===== src/rtl/dataflow_pkg.sv =====
// Shared defaults and helpers for the dataflow serializer blocks.
// Holds the channel-count saturation rule so every block interprets cfg_num_ch identically.
package dataflow_pkg;

    localparam int DEF_DATA_WIDTH   = 16;
    localparam int DEF_NUM_CHANNELS = 4;

    function automatic int idx_width(input int num_ch);
        return ($clog2(num_ch) > 1) ? $clog2(num_ch) : 1;
    endfunction

    // A zero or out-of-range request means "all channels".
    function automatic int eff_num_ch(input int cfg, input int num_ch);
        return (cfg == 0 || cfg > num_ch) ? num_ch : cfg;
    endfunction

endpackage


===== src/rtl/serializer_group_buf.sv =====
// Two-entry group FIFO: stores a packed channel group plus its latched active-channel count.
// Exposes the head entry and the entry behind it so the sequencer can switch groups without a bubble.
module serializer_group_buf #(
    parameter int GROUP_W = 64,
    parameter int CNT_W   = 3
) (
    input  logic               clk,
    input  logic               rst_n,
    input  logic               clr,
    input  logic               push,
    input  logic [GROUP_W-1:0] push_data,
    input  logic [CNT_W-1:0]   push_cnt,
    input  logic               pop,
    output logic [1:0]         count,
    output logic [GROUP_W-1:0] head_data,
    output logic [CNT_W-1:0]   head_cnt,
    output logic [GROUP_W-1:0] next_data,
    output logic [CNT_W-1:0]   next_cnt
);

    logic [GROUP_W-1:0] data_mem [2];
    logic [CNT_W-1:0]   cnt_mem  [2];
    logic               wr_ptr;
    logic               rd_ptr;
    logic               push_en;
    logic               pop_en;

    assign push_en = push && (count != 2'd2);
    assign pop_en  = pop && (count != 2'd0);

    always_ff @(posedge clk or negedge rst_n) begin
        if (!rst_n) begin
            wr_ptr <= 1'b0;
            rd_ptr <= 1'b0;
            count  <= 2'd0;
        end else if (clr) begin
            wr_ptr <= 1'b0;
            rd_ptr <= 1'b0;
            count  <= 2'd0;
        end else begin
            if (push_en) wr_ptr <= !wr_ptr;
            if (pop_en)  rd_ptr <= !rd_ptr;
            count <= count + {1'b0, push_en} - {1'b0, pop_en};
        end
    end

    // Payload storage carries no reset; occupancy is tracked solely by count.
    always_ff @(posedge clk) begin
        if (push_en && !clr) begin
            data_mem[wr_ptr] <= push_data;
            cnt_mem[wr_ptr]  <= push_cnt;
        end
    end

    assign head_data = data_mem[rd_ptr];
    assign head_cnt  = cnt_mem[rd_ptr];
    assign next_data = data_mem[!rd_ptr];
    assign next_cnt  = cnt_mem[!rd_ptr];

endmodule


===== src/rtl/channel_serializer.sv =====
// Serializes packed multi-channel groups into one word per cycle with channel index and last flag.
// All outputs come from registers; the next word is precomputed from the buffer state and handshakes.
module channel_serializer
    import dataflow_pkg::*;
#(
    parameter int DATA_WIDTH   = DEF_DATA_WIDTH,
    parameter int NUM_CHANNELS = DEF_NUM_CHANNELS,
    localparam int IDX_W       = idx_width(NUM_CHANNELS)
) (
    input  logic                             clk,
    input  logic                             rst_n,
    input  logic                             clr,
    input  logic [IDX_W:0]                   cfg_num_ch,
    input  logic [NUM_CHANNELS*DATA_WIDTH-1:0] in_data,
    input  logic                             in_valid,
    output logic                             in_ready,
    output logic [DATA_WIDTH-1:0]            out_data,
    output logic                             out_valid,
    input  logic                             out_ready,
    output logic [IDX_W-1:0]                 out_ch,
    output logic                             out_last
);

    localparam int CNT_W   = IDX_W + 1;
    localparam int GROUP_W = NUM_CHANNELS * DATA_WIDTH;

    logic [1:0]            count;
    logic [GROUP_W-1:0]    head_data;
    logic [GROUP_W-1:0]    next_data;
    logic [CNT_W-1:0]      head_cnt;
    logic [CNT_W-1:0]      next_cnt;
    logic [CNT_W-1:0]      push_cnt;
    logic                  push;
    logic                  pop;
    logic                  fire;

    logic                  vld_p1;
    logic                  last_p1;
    logic [DATA_WIDTH-1:0] data_p1;
    logic [IDX_W-1:0]      idx_p1;

    logic [GROUP_W-1:0]    sel_data;
    logic [CNT_W-1:0]      sel_cnt;
    logic [IDX_W-1:0]      idx_n;
    logic [1:0]            count_n;
    logic                  vld_n;
    logic                  last_n;
    logic [DATA_WIDTH-1:0] data_n;

    assign in_ready = (count != 2'd2);
    assign push     = in_valid && in_ready;
    assign fire     = vld_p1 && out_ready;
    assign pop      = fire && last_p1;
    assign push_cnt = CNT_W'(eff_num_ch(int'(cfg_num_ch), NUM_CHANNELS));

    serializer_group_buf #(
        .GROUP_W (GROUP_W),
        .CNT_W   (CNT_W)
    ) u_buf (
        .clk       (clk),
        .rst_n     (rst_n),
        .clr       (clr),
        .push      (push),
        .push_data (in_data),
        .push_cnt  (push_cnt),
        .pop       (pop),
        .count     (count),
        .head_data (head_data),
        .head_cnt  (head_cnt),
        .next_data (next_data),
        .next_cnt  (next_cnt)
    );

    // Pick the group that will be at the head after this edge, then the word within it.
    always_comb begin
        sel_data = head_data;
        sel_cnt  = head_cnt;
        idx_n    = idx_p1;
        if (pop) begin
            idx_n = '0;
            if (count == 2'd2) begin
                sel_data = next_data;
                sel_cnt  = next_cnt;
            end else begin
                sel_data = in_data;
                sel_cnt  = push_cnt;
            end
        end else begin
            if (fire) idx_n = idx_p1 + IDX_W'(1);
            if (count == 2'd0) begin
                sel_data = in_data;
                sel_cnt  = push_cnt;
            end
        end
        count_n = count + {1'b0, push} - {1'b0, pop};
        vld_n   = (count_n != 2'd0);
        data_n  = '0;
        last_n  = 1'b0;
        if (vld_n) begin
            data_n = sel_data[int'(idx_n)*DATA_WIDTH +: DATA_WIDTH];
            last_n = (CNT_W'(idx_n) == sel_cnt - CNT_W'(1));
        end
    end

    // ---- output register stage (p1) ----
    always_ff @(posedge clk or negedge rst_n) begin
        if (!rst_n) begin
            vld_p1  <= 1'b0;
            last_p1 <= 1'b0;
            data_p1 <= '0;
            idx_p1  <= '0;
        end else if (clr) begin
            vld_p1  <= 1'b0;
            last_p1 <= 1'b0;
            data_p1 <= '0;
            idx_p1  <= '0;
        end else begin
            vld_p1  <= vld_n;
            last_p1 <= last_n;
            data_p1 <= data_n;
            idx_p1  <= vld_n ? idx_n : '0;
        end
    end

    assign out_valid = vld_p1;
    assign out_data  = data_p1;
    assign out_ch    = idx_p1;
    assign out_last  = last_p1;

endmodule


===== config.mk =====
export PLATFORM = sky130hd
export DESIGN_NAME = channel_serializer
export DESIGN_NICKNAME = d
export VERILOG_FILES = /design/src/rtl/dataflow_pkg.sv /design/src/rtl/serializer_group_buf.sv /design/src/rtl/channel_serializer.sv
export SDC_FILE = /design/constraint.sdc
export NUM_CORES = 1
export LEC_CHECK = 0
export BUFFER_PORTS_ARGS = -buffer_cell sky130_fd_sc_hd__buf_2
export CAP_MARGIN = 20
export CORE_MARGIN = 2
export CORE_UTILIZATION = 45
export CTS_BUF_LIST = sky130_fd_sc_hd__clkbuf_16
export DETAILED_ROUTE_END_ITERATION = 8
export SLEW_MARGIN = 20
export SYNTH_ARGS = -nofsm -noshare
export SYNTH_HDL_FRONTEND = slang
export SYNTH_SLANG_ARGS = --single-unit

===== constraint.sdc =====
create_clock -name clk -period 9.1 [get_ports clk]
set_input_delay 1.82 -clock clk [delete_from_list [all_inputs] [get_ports clk]]
set_output_delay 1.82 -clock clk [all_outputs]
set_load 0.01 [all_outputs]

==> results of run 1 <==
==> critical path: stages <==
cell      delay, ns
buf_2          0.15
nand3_1        0.66
inv_2          0.43
ha_1           0.29
inv_1          0.06
ha_1           0.15
xor3_1         0.14
nor2_1         0.08
nor2_4         0.37
o311ai_1       0.19
a211oi_2       0.23
==> power groups by stage <==
stage | sequential (mW) | clock (mW) | combinational (mW)
after floorplan | 0.882 | 0 | 0.214
after global placement | 0.877 | 0 | 0.305
after detailed placement | 0.879 | 0 | 0.312
after CTS | 0.864 | 0.715 | 0.313
after global routing | 0.869 | 0.743 | 0.336
final | 0.864 | 0.697 | 0.308
==> cell families (layout without fill, tap and decap cells) <==
logic type | after synthesis | in the layout | share of synthesized area [%]
flip-flops | 158 | 158 | 61.4
multiplexers | 116 | 116 | 22.0
AND/OR/NAND/NOR | 75 | 75 | 4.87
AO/OA/AOI/OAI | 68 | 68 | 6.41
buffers and inverters | 36 | 139 | 3.01
XOR/XNOR | 8 | 8 | 1.38
adder cells (fa/ha/maj) | 6 | 6 | 0.996
other | 0 | 1 | 0
==> state kept, by name (all words and copies together) (netlist names) <==
| signal | count |
|---|---|
| u_buf.rd_ptr | 1 |
| u_buf.data_mem | 128 |
| u_buf.wr_ptr | 1 |
| u_buf.count | 2 |
| out_last | 1 |
| out_valid | 1 |
| out_ch | 2 |
| out_data | 16 |
| u_buf.cnt_mem | 6 |
==> final timing paths <==
check	start	end	slack, ns
setup reg to reg	out_valid	out_data[10]	5.88
max in group asynchronous	rst_n	u_buf.rd_ptr	7.26
hold / removal	u_buf.wr_ptr	u_buf.wr_ptr	0.60
hold reg to reg	u_buf.wr_ptr	u_buf.wr_ptr	0.60
setup / recovery	out_ready	out_data[10]	4.86
min in group asynchronous	rst_n	u_buf.rd_ptr	1.40
==> per-layer routing <==
| layer | part of all wire (%) | routed length, um | vias to the layer above |
|---|---|---|---|
| met1 | 43 | 7020 | 2268 |
| met5 | 0 | 0 | - |
| met3 | 5.6 | 910 | 7 |
| met2 | 50 | 8180 | 106 |
| met4 | 0.62 | 100 | 0 |
| li1 | - | - | 2025 |
==> layout make-up <==
cell class              instances  area, sq um  share of cell area, %
clock inverters                15          156                   1.79
multi-input cells             273         2690                   30.9
clock buffers                  17          425                   4.88
diodes                          1         2.50                 0.0287
inverters                       8         30.0                  0.344
repair buffers                 99          513                   5.88
flip-flops and latches        158         4630                   53.0
well taps                     220          275                   3.16
==> placed cells by master (no fill, tap or decap), types with 7 or more instances in the layout <==
master,netlist,routed
edfxtp_1,134,134
buf_2,11,92
mux2_2,54,54
mux2i_1,29,29
o21ai_0,28,28
mux4_2,26,26
nor2_1,25,25
nand2_1,23,23
dfrtp_1,24,23
clkbuf_16,0,17
o22ai_1,13,13
inv_1,7,9
buf_4,4,7
==> flow_summary_export.csv, run 1 <==
group,metric,value,unit
outcome,status,"finished clean",
clock_network,cts_tree,"yes",
synth,synth-edff-count,134,
detailed_routing,routed_wirelength,16200,um
global_routing,grt_overflow_total,0,
timing,rsz0062_at_grt,"false",
timing,maxSlewViolCount,0,
critical_path,critPathCaptureType,"flip-flop",
synth,synthArstFlopShare,15.2,%
global_routing,grt_max_degree,68,
pwr,leakagePower,3.20,nW
clock_network,clk_pin_slew,0.06,ns
clock_network,h-tree-depth,4,
synth,ys.flop_type,"edfxtp_1",
timing,setup_viol,0,
floorplan,dieArea,17800,sq um
layout,drive_above_1_share,39.3,%
synth,yosysWarnings,0,
detailed_routing,ant_nets,0,
critical_path,rr_worst_depth,10,
timing,tightest_slew,1.11,ns
global_routing,grt_usage,19.3,%
layout,nFillCells,1371,
detailed_routing,drc,0,
detailed_routing,drtPass1Iterations,5,
critical_path,required,9.44,ns
synth,synthCells,467,
synth,yosysUniqueCellTypes,50,
timing,hold_violations,0,
global_routing,busiest_layer,"met2",
pwr,p_total,1.87,mW
critical_path,path_class,"in2reg",
critical_path,critPathLaunchType,"primary input",
clock_network,clkLatencyLatePin,0.43,ns
pwr,pwr-share-comb,16.5,%
placement,port_buffers,92,
timing,fin_skew,0.00964,ns
worst_hold_path,worstHoldPathCells,2,
floorplan,coreArea,16500,sq um
synth,synth_area_leaders,"edfxtp_1 (53%), mux2_2 (8.1%), dfrtp_1 (8.0%), mux4_2 (7.8%), mux2i_1 (3.9%)",
layout,post-route-util,53.0,%
worst_hold_path,min-delay-path-class,"reg2reg",
detailed_routing,via_count,4406,
global_routing,grtUsageMet1,25.5,%
run,drv_cap,0,
layout,layout.cells.non_filler,791,
global_routing,grt_pass1_wl,25700,um
global_routing,met3_usage,5.71,%
global_routing,antenna_found_initial,1,
floorplan,io_pins,93,
timing,fin_crit,4.24,ns
pwr,vdd_drop_max,127,uV
clock_network,cts_resized,0,
timing,max_freq,0.236,GHz
timing,relSlewSlack,26.3,%
critical_path,cp_max_fo,20,
pwr,clkPwrFrac,37.3,%
synth,yosysSeqAreaShare,61.4,%
pwr,p_int,1.40,mW
synth,synth_most_common_cell,"edfxtp_1",
clock_network,cts_root_buffer,"clkbuf_16",
clock_network,cts_buffers,17,
layout,design_area,8720,sq um
placement,pre_cts_slack,4.36,ns
detailed_routing,routed_via_density,5.57,
placement,hpwl,10200,um
pwr,p_sw,0.464,mW
clock_network,post_cts_buffers,0,
placement,routabilityCongestion,0.780,
clock_network,cts.sinks,158,
floorplan,die_x,133,um
synth,yosys-top-cells-count,"edfxtp_1 (134), mux2_2 (54), mux2i_1 (29)",
pwr,netSwitchingFraction,24.8,%
critical_path,cp_data_arrival_time,4.59,ns
layout,nets,635,
detailed_routing,drt_iter0_drc,288,
synth,synth_top_area_cell,"edfxtp_1",
synth,syn_area,7530,sq um
clock_network,cts_hold_buf,0,
synth,yosys.area.top_type_share,53.4,%
pwr,power.share.sequential,46.2,%
synth,postSynthAreaPerCell,16.1,sq um
global_routing,grt_use_met2,31.0,%
clock_network,cts_buffer_depth,2,
timing,finalWorstSetupSlack,4.86,ns
global_routing,grt_pass1_vias,4714,
layout,syn2layout_area_growth,15.8,%
synth,syn_nets,545,
pwr,power_density,214,nW/um^2
timing,timing.final.crit_share,46.6,%
placement,post_dp_cell_area,8140,sq um
detailed_routing,wl_per_cell,20.5,um
floorplan,initial_utilization,45.8,%
timing,whs,0.599,ns
timing,finalSetupTns,0,ns
placement,dp.cells,758,
floorplan,dieHeight,133,um
floorplan,row_count,47,
synth,ys_ff_latch,158,
Power figures use the tool's default switching activity.
==> inputs of run 2 (changes only) <==
- PLACE_DENSITY: not set -> 0.67
- clock period: 9.1 -> 3.7 ns (I/O delays scaled with it)
==> run 2 against run 1 <==
First-iteration DRC count decreased by 9.4%; non-clock buffer count increased by 6; global-route usage decreased by 0.33 points; die area unchanged; core utilization increased by 0.30 points; cell area increased by 0.56%; combinational power increased by 140%; via count increased by 0.57%; cell count increased by 0.63%; clock skew increased by 0.0023 ns; critical path type unchanged; largest cell class unchanged.
==> flow_summary_export.csv, run 2 (synthesized netlist as in run 1, its figures left out) <==
group,metric,value,unit
run,drv_cap,0,
layout,nFillCells,1387,
pwr,p_sw,1.11,mW
timing,finalSetupTns,0,ns
layout,layout.cells.non_filler,796,
timing,tightest_slew,0.656,ns
outcome,status,"finished clean",
timing,fin_crit,2.50,ns
layout,drive_above_1_share,38.7,%
timing,whs,0.339,ns
layout,design_area,8770,sq um
global_routing,grt_pass1_vias,4550,
critical_path,crit_top_cell,"ha_1",
placement,port_buffers,92,
clock_network,cts_resized,0,
layout,nets,641,
clock_network,clk_pin_slew,0.06,ns
detailed_routing,drtPass1Iterations,5,
pwr,power_density,519,nW/um^2
detailed_routing,drc,0,
clock_network,cts_tree,"yes",
pwr,netSwitchingFraction,24.3,%
layout,seq_area,4630,sq um
critical_path,cpPeakStageDelay,0.36,ns
layout,post-route-util,53.3,%
placement,routabilityCongestion,0.779,
clock_network,cts_buffer_depth,2,
detailed_routing,drt_iter0_drc,261,
timing,hold_violations,0,
critical_path,critPathBufInv,1,
global_routing,antenna_found_initial,0,
layout,antenna_cells,0,
timing,maxSlewViolCount,0,
layout,syn2layout_area_growth,16.4,%
clock_network,cts_hold_buf,0,
clock_network,cts_buffers,17,
critical_path,crit_family,"simple AND/OR/NAND/NOR gates",
floorplan,dieHeight,133,um
detailed_routing,via_count,4431,
critical_path,cp_data_arrival_time,2.86,ns
detailed_routing,ant_nets,0,
timing,relSlewSlack,56.3,%
floorplan,io_pins,93,
clock_network,cts_root_buffer,"clkbuf_16",
layout,layout_common_cells,"edfxtp_1 (134), buf_2 (92), mux2_2 (54), mux2i_1 (29), o21ai_0 (28)",
global_routing,grt_max_degree,42,
detailed_routing,routed_via_density,5.57,
clock_network,h-tree-depth,4,
pwr,pwr-share-comb,16.5,%
placement,hpwl,10300,um
pwr,leakagePower,3.23,nW
clock_network,post_cts_buffers,0,
layout,final_common_cell,"edfxtp_1",
placement,post_dp_cell_area,8210,sq um
critical_path,required,4.05,ns
timing,rsz0062_at_grt,"false",
floorplan,row_count,47,
global_routing,grt_use_met2,30.9,%
global_routing,grtUsageMet1,25.8,%
timing,setup_viol,0,
floorplan,die_x,133,um
critical_path,cp_slowest_cell,"a211oi_1",
global_routing,met3_usage,3.73,%
worst_hold_path,min-delay-path-class,"in2async",
pwr,clkPwrFrac,36.8,%
detailed_routing,routed_wirelength,16100,um
layout,largest_register_ffs,128,
pwr,vdd_drop_max,325,uV
timing,max_freq,0.400,GHz
timing,fin_skew,0.0119,ns
critical_path,critPathCaptureType,"flip-flop",
detailed_routing,wl_per_cell,20.2,um
placement,pre_cts_slack,0.814,ns
layout,largest-register,"u_buf.data_mem",
global_routing,grt_overflow_total,0,
global_routing,grt_usage,19.0,%
timing,finalWorstSetupSlack,1.20,ns
global_routing,busiest_layer,"met2",
global_routing,grt_pass1_wl,25400,um
layout,multi_input_area,2710,sq um
clock_network,clkLatencyLatePin,0.42,ns
critical_path,path_class,"in2reg",
clock_network,cts.sinks,158,
pwr,p_total,4.55,mW
floorplan,initial_utilization,45.8,%
pwr,power.share.sequential,46.7,%
critical_path,critPathLaunchType,"primary input",
placement,dp.cells,764,
pwr,p_int,3.45,mW
critical_path,worstPathCellList,"buf_2, or2_2, ha_1, nor2b_1, nor3_1, a211oi_1, nand2_1, ha_1, xnor2_1, o2111a_1",
floorplan,coreArea,16500,sq um
timing,timing.final.crit_share,67.6,%
critical_path,cp_max_fo,4,
floorplan,dieArea,17800,sq um
run 2: worst paths after layout:
path / start / to / slack, ns / cells after the start
worst min-delay path: rst_n / out_data[8] / 0.34 / 1
worst max-delay path: cfg_num_ch[0] / out_last / 1.20 / 10
max in group asynchronous: rst_n / u_buf.rd_ptr / 2.88 / 1
worst max register to register: out_ch[0] / out_data[10] / 1.26 / 6
worst min register to register: u_buf.wr_ptr / u_buf.wr_ptr / 0.63 / 2
min in group clk: in_data[17] / u_buf.data_mem[0][17] / 0.52 / 1
run 2: worst reg2reg max path: stages (launching register included):
cell and delay [ns]:
dfrtp_1 0.73, nor2_4 0.16, mux2i_2 0.51, buf_4 0.27, mux4_2 0.29, o311ai_1 0.29, a211oi_2 0.08
run 2: area by class of cell:
class	instances	area share, %
sequential	158	52.8
multi-input combinational	273	30.8
timing repair buffer	105	6.50
clock buffer	17	4.85
tap	220	3.14
clock inverter	15	1.57
inverter	8	0.342
run 2: power by group through the flow:
| stage | registers (mW) | logic, mW | clock network (mW) |
|---|---|---|---|
| floorplan | 2.16 | 0.531 | 0 |
| global placement | 2.16 | 0.747 | 0 |
| detailed placement | 2.16 | 0.761 | 0 |
| CTS | 2.13 | 0.763 | 1.71 |
| global route | 2.14 | 0.828 | 1.79 |
| finish | 2.13 | 0.752 | 1.68 |
run 2: metal layers:
| layer | wire length [um] | vias up |
|---|---|---|
| li1 | - | 2036 |
| met1 | 7110 | 2251 |
| met2 | 7940 | 126 |
| met3 | 775 | 18 |
| met4 | 235 | 0 |
| met5 | 0 | - |
==> inputs of run 3 (changes only) <==
- clock period: 3.7 -> 2.3 ns (I/O delays scaled with it)
==> run 3 against run 2 <==
Non-clock buffer count up 22; highest routed layer unchanged; worst hold slack worse by 0.29 ns; global-route usage up 0.67 points; cell area up 3.3%; critical endpoint unchanged; clock-buffer cell count unchanged; die area unchanged; register-to-register slack worse by 1.1 ns; routed wire length up 4.6%; power up 67%.
==> flow_summary_export.csv, run 3 (synthesized netlist as in run 1, its figures left out) <==
group,metric,value,unit
global_routing,grt_max_degree,48,
placement,port_buffers,92,
timing,max_freq,0.470,GHz
detailed_routing,routed_wirelength,16800,um
placement,hpwl,11200,um
clock_network,h-tree-depth,4,
worst_hold_path,min-delay-path-class,"in2async",
layout,largest-register,"u_buf.data_mem",
layout,nets,663,
clock_network,post_cts_buffers,0,
clock_network,cts_buffers,17,
critical_path,cp_max_fo,3,
floorplan,initial_utilization,45.8,%
floorplan,io_pins,93,
layout,layout_common_cells,"edfxtp_1 (134), buf_2 (92), mux2_2 (54), mux2i_1 (29), buf_4 (29)",
detailed_routing,drt_iter0_drc,289,
global_routing,grt_overflow_total,0,
pwr,power_density,838,nW/um^2
timing,maxSlewViolCount,0,
floorplan,coreArea,16500,sq um
detailed_routing,via_count,4579,
global_routing,grt_pass1_wl,26400,um
pwr,p_total,7.60,mW
floorplan,row_count,47,
timing,fin_crit,2.13,ns
clock_network,cts.sinks,158,
layout,syn2layout_area_growth,20.3,%
layout,seq_area,4630,sq um
placement,pre_cts_slack,-0.240,ns
critical_path,critPathLaunchType,"primary input",
layout,nFillCells,1351,
pwr,leakagePower,3.35,nW
timing,hold_violations,0,
clock_network,cts_tree,"yes",
timing,timing.final.crit_share,92.5,%
timing,tightest_slew,0.640,ns
critical_path,path_class,"in2reg",
layout,largest_register_ffs,128,
floorplan,dieHeight,133,um
clock_network,cts_hold_buf,0,
layout,antenna_cells,0,
detailed_routing,drc,0,
clock_network,clk_pin_slew,0.07,ns
clock_network,cts_root_buffer,"clkbuf_16",
critical_path,rr_worst_depth,11,
critical_path,required,2.67,ns
critical_path,critPathCaptureType,"flip-flop",
global_routing,grt_pass1_vias,4851,
floorplan,dieArea,17800,sq um
detailed_routing,drtPass1Iterations,4,
timing,fin_skew,0.00574,ns
timing,setup_viol,0,
timing,rsz0062_at_grt,"false",
floorplan,die_x,133,um
timing,relSlewSlack,57.3,%
detailed_routing,ant_nets,0,
clock_network,cts_resized,0,
pwr,vdd_drop_max,589,uV
critical_path,cp_data_arrival_time,2.50,ns
layout,multi_input_area,2730,sq um
detailed_routing,wl_per_cell,20.5,um
timing,finalWorstSetupSlack,0.172,ns
clock_network,clkLatencyLatePin,0.43,ns
detailed_routing,routed_via_density,5.60,
placement,routabilityCongestion,0.787,
outcome,status,"finished clean",
clock_network,cts_buffer_depth,2,
run,drv_cap,0,
global_routing,antenna_found_initial,1,
layout,drive_above_1_share,43.0,%
global_routing,grt_usage,19.7,%
layout,final_common_cell,"edfxtp_1",
-- run 3: cell count changes in the layout (fill, tap and decap cells not counted), moves of 3 or more --
cell        change
clkinv_4        +3
clkinv_1        -6
buf_12          +5
clkinvlp_4      +4
buf_4          +17
-- run 3: path summary, 6_finish.rpt --
| kind | start | endpoint | slack, ns |
|---|---|---|---|
| setup / recovery | cfg_num_ch[0] | out_last | 0.17 |
| hold / removal | rst_n | out_data[8] | 0.05 |
| setup reg to reg | out_valid | out_data[5] | 0.19 |
| hold reg to reg | u_buf.wr_ptr | u_buf.wr_ptr | 0.66 |
| max in group asynchronous | rst_n | u_buf.rd_ptr | 1.77 |
| min in group clk | in_data[31] | u_buf.data_mem[1][31] | 0.24 |
-- run 3: power by group --
group	switching [mW]	internal [mW]	total [mW]	leakage (nW)
Clock	1.14	1.70	2.84	0.284
Combinational	0.694	0.652	1.35	1.52
Sequential	0.0881	3.32	3.41	1.55
-- run 3: critical path, stage by stage --
cell and delay [ns]:
buf_2 0.10, or2_2 0.29, ha_1 0.30, nor2b_1 0.23
nor3_1 0.08, a211oi_1 0.29, nand2_1 0.10, ha_1 0.29
xnor2_1 0.16, o2111a_1 0.20
-- run 3: layout make-up --
class                   instances  area share [%]
flip-flops and latches        158            51.1
multi-input cells             273            30.1
repair buffers                127            8.81
clock buffers                  17            4.69
well taps                     220            3.04
clock inverters                15            1.91
inverters                       8           0.331
-- run 3: routing by layer --
layer | global-route usage (%) | wire length, um
met1 | 25.8 | 7430
met2 | 32.9 | 8400
met3 | 4.34 | 761
met4 | 6.32 | 216
met5 | 0 | 0
-- run 3: metrics by stage --
step                util, %  setup TNS (ns)  instances  instance area [sq um]  hold WS [ns]
floorplan                 -          -87.24        467                   7600         0.164
detailed placement     51.4          -0.240        786                   8460         0.532
global route           55.0               0        818                   9060        0.0915
CTS                    55.0               0        818                   9060        0.0614
global placement       51.4          -0.150        786                   8460         0.526
finish                 55.0               0        818                   9060        0.0458
